<file path="config.mk">
export PLATFORM = sky130hd
export DESIGN_NAME = alu_arbiter
export DESIGN_NICKNAME = d
export VERILOG_FILES = /design/src/rtl/alu_arbiter.sv
export SDC_FILE = /design/constraint.sdc
export NUM_CORES = 1
export LEC_CHECK = 0
export CAP_MARGIN = 30
export CELL_PAD_IN_SITES_DETAIL_PLACEMENT = 1
export CELL_PAD_IN_SITES_GLOBAL_PLACEMENT = 1
export CORE_MARGIN = 5
export CORE_UTILIZATION = 28
export CTS_CLUSTER_DIAMETER = 60
export DETAILED_ROUTE_END_ITERATION = 12
export GPL_TIMING_DRIVEN = 1
export PLACE_DENSITY = 0.92
export SLEW_MARGIN = 30
export SYNTH_ARGS = -nofsm -noshare
export SYNTH_HDL_FRONTEND = slang
export SYNTH_SLANG_ARGS = --single-unit
</file>
<file path="constraint.sdc">
create_clock -name clk -period 2.5 [get_ports clk]
set_input_delay 0.625 -clock clk [delete_from_list [all_inputs] [get_ports clk]]
set_output_delay 0.625 -clock clk [all_outputs]
set_load 0.1 [all_outputs]
</file>
<file path="src/rtl/alu_arbiter.sv">
// Purpose: round-robin arbiter sharing one external combinational ALU between two requesters.
// Latency: handshake in cycle N, ALU driven in N+1, response pulse in N+2; next accept no earlier than N+3.
// Backpressure: reqN_ready is high only in IDLE, and only for the granted requester; the other requester waits.
//
// Ports:
//   clk, reset                     - single clock, synchronous active-high reset
//   reqN_valid/ready/code/a/b      - requester N operation handshake and operands (N = 0, 1)
//   rspN_valid                     - one-cycle response pulse for requester N
//   rsp_result/rsp_zero/rsp_err    - response payload; holds its last value outside the pulse
//   alu_code/alu_a/alu_b           - drive the shared ALU (forced to zero except while executing)
//   alu_result/alu_zero            - combinational return from the shared ALU
module alu_arbiter #(
  parameter int DATA_W = 32
) (
  input  logic              clk,
  input  logic              reset,

  input  logic              req0_valid,
  output logic              req0_ready,
  input  logic [3:0]        req0_code,
  input  logic [DATA_W-1:0] req0_a,
  input  logic [DATA_W-1:0] req0_b,

  input  logic              req1_valid,
  output logic              req1_ready,
  input  logic [3:0]        req1_code,
  input  logic [DATA_W-1:0] req1_a,
  input  logic [DATA_W-1:0] req1_b,

  output logic              rsp0_valid,
  output logic              rsp1_valid,
  output logic [DATA_W-1:0] rsp_result,
  output logic              rsp_zero,
  output logic              rsp_err,

  output logic [3:0]        alu_code,
  output logic [DATA_W-1:0] alu_a,
  output logic [DATA_W-1:0] alu_b,
  input  logic [DATA_W-1:0] alu_result,
  input  logic              alu_zero
);

  localparam logic [3:0] CODE_AND = 4'b0000;
  localparam logic [3:0] CODE_OR  = 4'b0001;
  localparam logic [3:0] CODE_ADD = 4'b0010;
  localparam logic [3:0] CODE_SUB = 4'b0110;
  localparam logic [3:0] CODE_SLT = 4'b0111;

  typedef enum logic [1:0] {
    ST_IDLE = 2'd0,
    ST_EXEC = 2'd1,
    ST_DONE = 2'd2
  } state_t;

  state_t              r_state;
  state_t              w_state_nxt;

  // Requester that was accepted most recently; loses the next tie.
  logic                r_last_grant;

  // Operation captured at handshake, replayed to the ALU in EXEC.
  logic [3:0]          r_code;
  logic [DATA_W-1:0]   r_a;
  logic [DATA_W-1:0]   r_b;
  logic                r_id;
  logic                r_illegal;

  // Response payload registers; only written at the end of EXEC.
  logic [DATA_W-1:0]   r_rsp_result;
  logic                r_rsp_zero;
  logic                r_rsp_err;

  logic                w_any_valid;
  logic                w_grant_id;
  logic                w_hs;
  logic [3:0]          w_sel_code;
  logic [DATA_W-1:0]   w_sel_a;
  logic [DATA_W-1:0]   w_sel_b;
  logic                w_sel_legal;

  function automatic logic code_is_legal(input logic [3:0] code);
    logic legal;
    legal = 1'b0;
    case (code)
      CODE_AND, CODE_OR, CODE_ADD, CODE_SUB, CODE_SLT: legal = 1'b1;
      default:                                         legal = 1'b0;
    endcase
    return legal;
  endfunction

  // ---------------------------------------------------------------------------
  // Round-robin grant. A lone valid wins outright; on a tie the requester that
  // was not served last wins.
  // ---------------------------------------------------------------------------
  always_comb begin
    w_any_valid = req0_valid | req1_valid;
    if (req0_valid && req1_valid) begin
      w_grant_id = ~r_last_grant;
    end else begin
      w_grant_id = req1_valid;
    end
  end

  // Operand mux for the capture registers, selected by the grant.
  always_comb begin
    w_sel_code  = w_grant_id ? req1_code : req0_code;
    w_sel_a     = w_grant_id ? req1_a    : req0_a;
    w_sel_b     = w_grant_id ? req1_b    : req0_b;
    w_sel_legal = code_is_legal(w_sel_code);
  end

  // ---------------------------------------------------------------------------
  // FSM next-state and outputs.
  // Ready and response pulses are additionally gated by reset so nothing is
  // accepted or reported in a cycle whose edge is going to clear the state.
  // ---------------------------------------------------------------------------
  always_comb begin
    w_state_nxt = r_state;
    w_hs        = 1'b0;
    req0_ready  = 1'b0;
    req1_ready  = 1'b0;
    rsp0_valid  = 1'b0;
    rsp1_valid  = 1'b0;
    alu_code    = 4'b0000;
    alu_a       = '0;
    alu_b       = '0;

    case (r_state)
      ST_IDLE: begin
        if (!reset && w_any_valid) begin
          // The granted requester's valid is high by construction of the grant.
          req0_ready  = ~w_grant_id;
          req1_ready  = w_grant_id;
          w_hs        = 1'b1;
          w_state_nxt = ST_EXEC;
        end
      end

      ST_EXEC: begin
        // Illegal codes never reach the ALU; its inputs stay at zero.
        if (!r_illegal) begin
          alu_code = r_code;
          alu_a    = r_a;
          alu_b    = r_b;
        end
        w_state_nxt = ST_DONE;
      end

      ST_DONE: begin
        if (!reset) begin
          rsp0_valid = ~r_id;
          rsp1_valid = r_id;
        end
        w_state_nxt = ST_IDLE;
      end

      default: begin
        w_state_nxt = ST_IDLE;
      end
    endcase
  end

  // ---------------------------------------------------------------------------
  // State, capture and response registers.
  // ---------------------------------------------------------------------------
  always_ff @(posedge clk) begin
    if (reset) begin
      r_state      <= ST_IDLE;
      r_last_grant <= 1'b1;
      r_code       <= 4'b0000;
      r_a          <= '0;
      r_b          <= '0;
      r_id         <= 1'b0;
      r_illegal    <= 1'b0;
      r_rsp_result <= '0;
      r_rsp_zero   <= 1'b0;
      r_rsp_err    <= 1'b0;
    end else begin
      r_state <= w_state_nxt;

      if (w_hs) begin
        r_code       <= w_sel_code;
        r_a          <= w_sel_a;
        r_b          <= w_sel_b;
        r_id         <= w_grant_id;
        r_illegal    <= ~w_sel_legal;
        r_last_grant <= w_grant_id;
      end

      // ALU output is sampled at the end of EXEC so it is stable for DONE and
      // then held until the next operation completes.
      if (r_state == ST_EXEC) begin
        if (r_illegal) begin
          r_rsp_result <= '0;
          r_rsp_zero   <= 1'b0;
          r_rsp_err    <= 1'b1;
        end else begin
          r_rsp_result <= alu_result;
          r_rsp_zero   <= alu_zero;
          r_rsp_err    <= 1'b0;
        end
      end
    end
  end

  assign rsp_result = r_rsp_result;
  assign rsp_zero   = r_rsp_zero;
  assign rsp_err    = r_rsp_err;

endmodule
</file>
### Word level (Yosys, flattened, before mapping)

Index checks and enable logic that the tools add are counted.

| storage, ports and cells | value |
|---|---|
| bits in read-only memories | 0 |
| latch bits | 0 |
| flip-flop bits (word level) | 107 |
| memory bits (writable) | 0 |
| memories | 0 |

| cells by class | value |
|---|---|
| reduce and logical (&&, ||, !) cells | 6 |
| shift operators | 0 |
| $add $sub $neg | 0 |
| multipliers | 0 |
| order comparisons | 0 |
| bitwise logic cells | 5 |
| multiplexer cells | 26 |
| div/mod/pow operators | 0 |
| equal/unequal tests | 7 |

Operators by type and width:

| kind | count |
|---|---|
| 32-bit 2-to-1 mux | 7 |
| 1-bit 2-to-1 mux | 14 |
| 4-bit 2-to-1 mux | 3 |
| 4-bit by 3-bit equality test with 1-bit output, second input constant | 2 |
| 5-bit OR reduction | 1 |
| 4-bit by 1-bit equality test with 1-bit output, second input constant | 1 |
| 4-bit by 2-bit equality test with 1-bit output, second input constant | 1 |
| 4-bit logical NOT | 1 |
| 1-bit inverter | 4 |
| 2-bit one-hot mux with 2 select lines | 1 |
| 2-bit by 1-bit equality test with 1-bit output, second input constant | 1 |
| 2-bit equality test, second input constant | 1 |
| 1-bit logical AND | 2 |
| 2-bit logical NOT | 1 |
| 2-bit 2-to-1 mux | 1 |
| 2-bit != test, second input constant | 1 |
| 1-bit logical NOT | 1 |
| 1-bit bitwise OR | 1 |

### Longest topological paths before layout

Gate-level depths: netlist of the first run.

| logic depth | value |
|---|---|
| word-level depth | 7 |
| gate-level depth with buffers | 7 |
| mapped depth without buffers | 5 |

### Worst setup path before layout of the first run

Ideal clock, no wire load.

| path | value |
|---|---|
| path type | in2out |
| from | input port reset |
| to | output port rsp0_valid |
| data arrival time | 4.089 ns |
| setup slack | -2.214 ns |
| cell stages on the path | 3 |
| data required time | 1.875 ns |
| buffers on the path | 2 |
| cell sequence | buf_2 buf_1 nor4b_1 |

| between the ends | value |
|---|---|
| cells in the longest elaborated chain, start to end | 2 |

RTL lines:

| item | RTL line | RTL |
|---|---|---|
| from (decl) | 16 | `input logic reset,` |
| 1-bit 2-to-1 mux | 150 | `if (!reset) begin` |
| 1-bit 2-to-1 mux | 128 | `case (r_state)` |
| to (decl) | 30 | `output logic rsp0_valid,` |

No other way between the ends.

### Worst setup path in the final report of the first run

| path | value |
|---|---|
| from | input port req1_valid |
| to | output port req1_ready |

| between the ends | value |
|---|---|
| cells in the longest elaborated chain, start to end | 4 |
| elaborated cells between the ends (all ways) | 6 |
| classes of those cells | mux (3); bitwise (1); reduce/logical (2) |

RTL lines:

| item | RTL line | RTL |
|---|---|---|
| from (decl) | 24 | `input logic req1_valid,` |
| 1-bit logical AND or 1-bit bitwise OR (tied branches) | 97, 96 |  |
| 1-bit 2-to-1 mux or 1-bit logical AND (tied branches) | 97, 130 |  |
| 1-bit 2-to-1 mux (*) | 130 | `if (!reset && w_any_valid) begin` |
| 1-bit 2-to-1 mux (*) | 128 |  |
| to (decl) | 25 | `output logic req1_ready,` |

Mark *: on every way between the ends. The rest lies on a longest branch, timed or not.

==> flow_summary_export.csv, run 1 <==
group,metric,value,unit
outcome,status,"finished clean",
hold_path,hold_class,"flop to flop",
finish,finish.utilization,51.83,%
finish,antennaDiodeCount,0,
finish,final_area,9279,um^2
synth,yosys.area_share.adder,0,%
timing,tns,0,ns
floorplan,start_util,28.38,%
worst_setup_path,cp_cell_sequence,"dlygate4sd2_1, o21bai_1, or3_4, inv_4, nand2_2, clkinvlp_4, buf_12",
cts,cts_buffers,9,
pwr,max-vdd-ir-drop,0.4588,mV
placed_design,dp_cells,1007,
synth,yosysSeqAreaShare,42.17,%
finish,fillerInstances,1914,
cts,tritoncts,"yes",
timing,finalWorstSetupSlack,0.1081,ns
placed_design,place_area,8956,um^2
floorplan,fp.dieArea,20940,um^2
worst_setup_path,cp-endpoint,"req1_ready",
grt,antenna_found_initial,0,
placed_design,io_buffers,278,
cts,clk-insertion-delay-late,0.34,ns
synth,syn_avg_cell_area,9.788,um^2
synth,synth_ff_type,"dfxtp_1",
drt,vias_per_cell,4.745,
timing,tightest_slew,0.7722,ns
worst_setup_path,critPathKind,"input pin to output pin",
timing,rsz0062_at_grt,"false",
flow_run,cap_violations,0,
drt,routed_wl,19.14,mm
worst_setup_path,cp.depth,7,
finish,area_growth,82.66,%
synth,syn_area,5080,um^2
synth,yosysWarnings,0,
synth,yosys-top-cells-count,"107 x dfxtp_1, 106 x nor2_1, 68 x and2_1, 67 x mux2i_1, 57 x a211oi_2",
cts,cts.sinks,107,
synth,synth_top_family_by_area,"compound AO/OA/AOI/OAI gates",
hold_path,min_from,"r_code[3]",
worst_setup_path,regToRegEndpoint,"r_a[31]",
timing,fin_crit,2.392,ns
pwr,total_power,5.065,mW
worst_setup_path,end_kind,"output pin",
worst_setup_path,crit_required,1.88,ns
synth,yosys_register_bits,107,
placed_design,dp_slack,-0.1783,ns
worst_setup_path,cp_top_family,"buffers and inverters",
worst_setup_path,crit_path_top_delay_cell,"or3_4",
floorplan,die_w,144.7,um
synth,syn_nets,692,
grt,grt_max_degree,80,
drt,route.detailed.drc,0,
synth,yosys.area_share.simple,17.88,%
drt,via_count,4868,
synth,synth_top_area_cell,"dfxtp_1",
drt,wl_per_cell,18.66,um
floorplan,coreArea,17900,um^2
worst_setup_path,crit-reg2reg-launch,"r_state[1]",
pwr,p_leak,3.574,nW
synth,ys_top_cells_by_area,"dfxtp_1 42%, a211oi_2 14%, mux2i_1 13%",
grt,grt.met3_usage,6.310,%
cts,clk_pin_slew,0.07,ns
worst_setup_path,crit_buf_inv,4,
worst_setup_path,startpoint,"req1_valid",
grt,gr-usage-met2,32.87,%
synth,synthXorXnorAreaFrac,0,%
drt,ant_nets,0,
synth,synth_edf_count,0,
drt,drtIter0Drc,96,
finish,layout-drive-gt1-share,34.25,%
synth,synth_cell_types,27,
cts,htreeDepth,3,
floorplan,ios,279,
drt,first_pass_iters,4,
finish,nNetsFinal,965,
cts,hold_buffers,0,
timing,fmax,0.4181,GHz
placed_design,hpwl,15.37,mm
finish,multi_input_area,2778,um^2
worst_setup_path,critPathLaunchType,"input pin",
grt,grt_first_pass_wirelength,28.39,mm
finish,seq_area,2142,um^2
timing,hold_viol_final,0,
timing,setup_violations,0,
floorplan,fp-row-count,49,
worst_setup_path,path_max_fanout,3,
worst_setup_path,ff2ff_setup_slack,0.42,ns
synth,muxShareOfSynthArea,13.20,%
cts,clk_path_buf_depth,2,
grt,grt_remaining_overflow,0,
grt,gr-max-usage-layer,"met2",
timing,slew_viol_final,0,
synth,synthCells,519,
placed_design,place_congestion,0.7269,
worst_setup_path,rr_worst_depth,8,
worst_setup_path,arrival,1.77,ns
finish,final_cells,1026,
grt,grt_pass1_vias,5289,
synth,synth_most_common_cell,"dfxtp_1",
worst_setup_path,critPathMaxStageDelay,0.44,ns
timing,whs,0.4942,ns
grt,grt_util_all_layers,17.49,%
cts,cts_root_buffer,"clkbuf_16",
pwr,power_density,545.8,nW/um^2
synth,synth_top_cell_area_share,42.17,%
timing,period_share,95.68,%
floorplan,die_h,144.7,um
grt,grt_util_met1,18.57,%
synth,synthArstFlopShare,0,%
synth,synth-compound-area-share,21.28,%
timing,finClkSkew,0.005325,ns
timing,relSlewSlack,48.52,%
==> cells in the final DEF, fill, tap and decap left out, drive strengths merged, types with 2 or more instances in the layout <==
cell           netlist  layout
clkdlybuf4s50        0     169
buf                 28     141
dfxtp              107     107
nor2               106     106
a211oi              68      68
and2                68      68
mux2i               67      67
a22oi               33      33
clkbuf              22       9
clkinv               0       4
nand2                3       3
nand2b               2       2
clkinvlp             0       2
a21oi                2       2
nor2b                2       2
nor3                 2       2
dlygate4sd2          0       2
inv                  2       2
==> worst min-delay path, stage by stage, from the launching register on <==
cell     delay (ns)
dfxtp_1        0.31
nor2_1         0.10
nor3_1         0.05
==> flip-flops by register name, summed over array words and instances (netlist names) <==
signal,cells
r_id,1
r_last_grant,1
r_state,2
r_a,32
rsp_err,1
r_b,32
r_illegal,1
rsp_result,32
rsp_zero,1
r_code,4
==> metal layers <==
| metal | routed length [um] | vias up |
|---|---|---|
| li1 | - | 2354 |
| met1 | 7140 | 2302 |
| met2 | 9882 | 197 |
| met3 | 1888 | 15 |
| met4 | 229 | 0 |
| met5 | 0 | - |
==> how the worst min path moves through the flow <==
stage | end | slack (ns) | cells after the start
global route | r_code[3] | 0.52 | 2
CTS | r_code[0] | 0.50 | 2
floorplan | r_last_grant | 0.46 | 2
detailed placement | r_code[3] | 0.49 | 2
global placement | r_code[3] | 0.48 | 2
finish | r_code[3] | 0.49 | 2
==> cells by family after synthesis <==
| family | Yosys count |
|---|---|
| AO/OA/AOI/OAI | 106 |
| buffers and inverters | 52 |
| flip-flops | 107 |
| multiplexers | 67 |
| AND/OR/NAND/NOR | 187 |
==> where the power goes <==
| group | internal (mW) | total [mW] | switching [mW] |
|---|---|---|---|
| sequential | 1.84 | 1.92 | 0.0722 |
| combinational | 0.705 | 1.69 | 0.982 |
| clock | 0.785 | 1.46 | 0.674 |
| total | 3.34 | 5.06 | 1.73 |
==> final cells by class <==
class	count	area share, %
timing repair buffer	312	40.48
multi-input combinational	360	29.94
sequential	107	23.09
tap	229	3.088
clock buffer	9	2.427
clock inverter	7	0.8360
inverter	2	0.1483
==> timing repair <==
action / 4_1_cts / 5_1_grt
hold endpoints to repair: 0 / 0
setup buffers: 1 / 2
gates resized for setup: 2 / 0
pin swaps: 2 / 1
setup endpoints to repair: 2 / 2
No activity file was read; power rests on OpenSTA's default activity.
==> run 2: changes to the inputs <==
--- a/config.mk
+++ b/config.mk
@@ -14,7 +14,7 @@
 export DETAILED_ROUTE_END_ITERATION = 12
 export GPL_TIMING_DRIVEN = 1
 export PLACE_DENSITY = 0.92
-export SLEW_MARGIN = 30
+export SLEW_MARGIN = 10
 export SYNTH_ARGS = -nofsm -noshare
 export SYNTH_HDL_FRONTEND = slang
 export SYNTH_SLANG_ARGS = --single-unit
==> results of run 2 <==
No change in the layout: final DEF, timing and power equal those of run 1.
==> RTL edit, RTL diff (flow settings as in run 2) <==
`DATA_W`: 32 -> 24.
--- a/src/rtl/alu_arbiter.sv
+++ b/src/rtl/alu_arbiter.sv
@@ -12,3 +12,3 @@
 module alu_arbiter #(
-  parameter int DATA_W = 32
+  parameter int DATA_W = 24
 ) (
Interface: changed (8 resized); port bits go from 279 to 215. The function was not compared with the original's and may differ.
==> RTL edit against run 2 <==
  * Hold slack about the same
  * Clock skew increased by 0.0032 ns
  * Worst setup slack got worse by 0.058 ns
  * Total power is 18% lower
  * Non-clock buffer count down 73
  * Sequential cell count fell by 24
  * Design area decreased by 25%
  * Synthesized cell count shrank 23%
  * Area after synthesis decreased by 27%
  * Routed wire length shrank 25%
  * Critical endpoint is now req0_ready
  * Largest cell class unchanged
==> RTL edit: results (changes against run 2) <==
----------------------------------------------------
[Outcome]
  Status ... complete, no violations (unchanged)

[Logic synthesis]
  Most used standard cells in the synthesized netlist ... dfxtp_1 (83), nor2_1 (81), a211oi_1 (52), and2_1 (52), mux2i_1 (51) (was dfxtp_1 (107), nor2_1 (106), and2_1 (68), mux2i_1 (67), a211oi_2 (57))
  Post-synthesis cell type count ... 25 (was 27)
  Post-Syn Area per Cell ... 9.197 um^2 (was 9.788 um^2)
  Sequential-to-total area share from yosys stat ... 44.94% (was 42.17%)
  Net count after synthesis ... 535 (was 692)
  Cell types with the largest area share after synthesis ... dfxtp_1 (45%), mux2i_1 (14%), a211oi_1 (11%) (was dfxtp_1 (42%), a211oi_2 (14%), mux2i_1 (13%))

[Critical path]
  Endpoint of the most critical register-to-register path ... r_a[9]$_SDFFE_PP0P_ (was r_a[31]$_SDFFE_PP0P_)
  Setup slack, reg-to-reg ... 0.56 ns (was 0.42 ns)
  Stage delay of the slowest cell on the critical path ... 0.41 ns (was 0.44 ns)
  Critical path data arrival time ... 1.83 ns (was 1.77 ns)

[Pwr]
  Peak supply drop ... 305.2 uV (was 458.8 uV)
  Leak Pwr ... 2.731 nW (was 3.574 nW)

[Placement]
  Setup slack after placement ... -0.2622 ns (was -0.1783 ns)
  Dpl cells ... 778 (was 1007)
  Half-perimeter wire length after detailed placement ... 11.38 mm (was 15.37 mm)
  Area after detailed placement ... 0.006616 mm^2 (was 0.008956 mm^2)

[STA]
  Max Clock Skew ... 0.008485 ns (was 0.005325 ns)
  Worst hold slack after final layout ... 0.4937 ns (was 0.4942 ns)
  Slew headroom ... 63.64% (was 48.52%)

[Global routing]
  Number of global-route vias before repair ... 4135 (was 5289)
  Global-route usage over all layers ... 17.88% (was 17.49%)
  Global-route wire length before repair ... 22.65 mm (was 28.39 mm)
  Pin count of the biggest net entering global routing ... 88 (was 80)

[Drt]
  1st-iter DRT viols ... 177 (was 96)
  Via Count ... 3757 (was 4868)

[Final layout]
  Total Nets Final ... 748 (was 965)

----------------------------------------------------
-- RTL edit: layout make-up --
type,instances,area (um^2)
fillers,1428,6117
repair buffers,239,2848
multi-input cells,280,1901
flip-flops and latches,83,1663
clock buffers,11,242.7
well taps,176,220.2
clock inverters,5,85.08
inverters,2,8.758
-- RTL edit: logic make-up after synthesis --
| logic type | share of synthesized area (%) |
|---|---|
| muxes | 13.81 |
| AOI/OAI and AO/OA | 16.65 |
| buffers and inverters | 5.245 |
| DFF | 44.94 |
| and+or+nand+nor | 19.36 |
-- RTL edit: what timing repair did --
item                                    CTS  global route
gates resized for setup                   4             2
cloned                                    0             0
endpoints found under the setup margin    3             5
hold buffers                              0             0
buffers inserted                          2             0
pin swaps                                 2             0
-- RTL edit: power by group --
| part | switching [mW] | total, mW | leakage (nW) | internal [mW] |
|---|---|---|---|---|
| Combinational | 0.716 | 1.22 | 1.89 | 0.506 |
| Sequential | 0.0616 | 1.50 | 0.683 | 1.43 |
| Clock | 0.534 | 1.44 | 0.156 | 0.908 |
-- RTL edit: routing by layer --
metal	vias up	track usage, %	share of wire, %
li1	1830	-	-
met1	1795	18.97	37
met2	124	34.48	55
met3	8	5.103	6.0
met4	0	4.656	1.2
met5	-	0	0
-- RTL edit: how the worst max path moves through the flow --
| stage | start | to | slack (ns) | depth (start not counted) |
|---|---|---|---|---|
| after floorplan | reset | rsp1_valid | -0.10 | 2 |
| after global placement | req0_valid | req0_ready | -0.21 | 6 |
| after detailed placement | req0_valid | req0_ready | -0.26 | 6 |
| after CTS | req0_valid | req0_ready | 0.008 | 6 |
| after global routing | req0_valid | req0_ready | 0.005 | 6 |
| final | req0_valid | req0_ready | 0.05 | 6 |
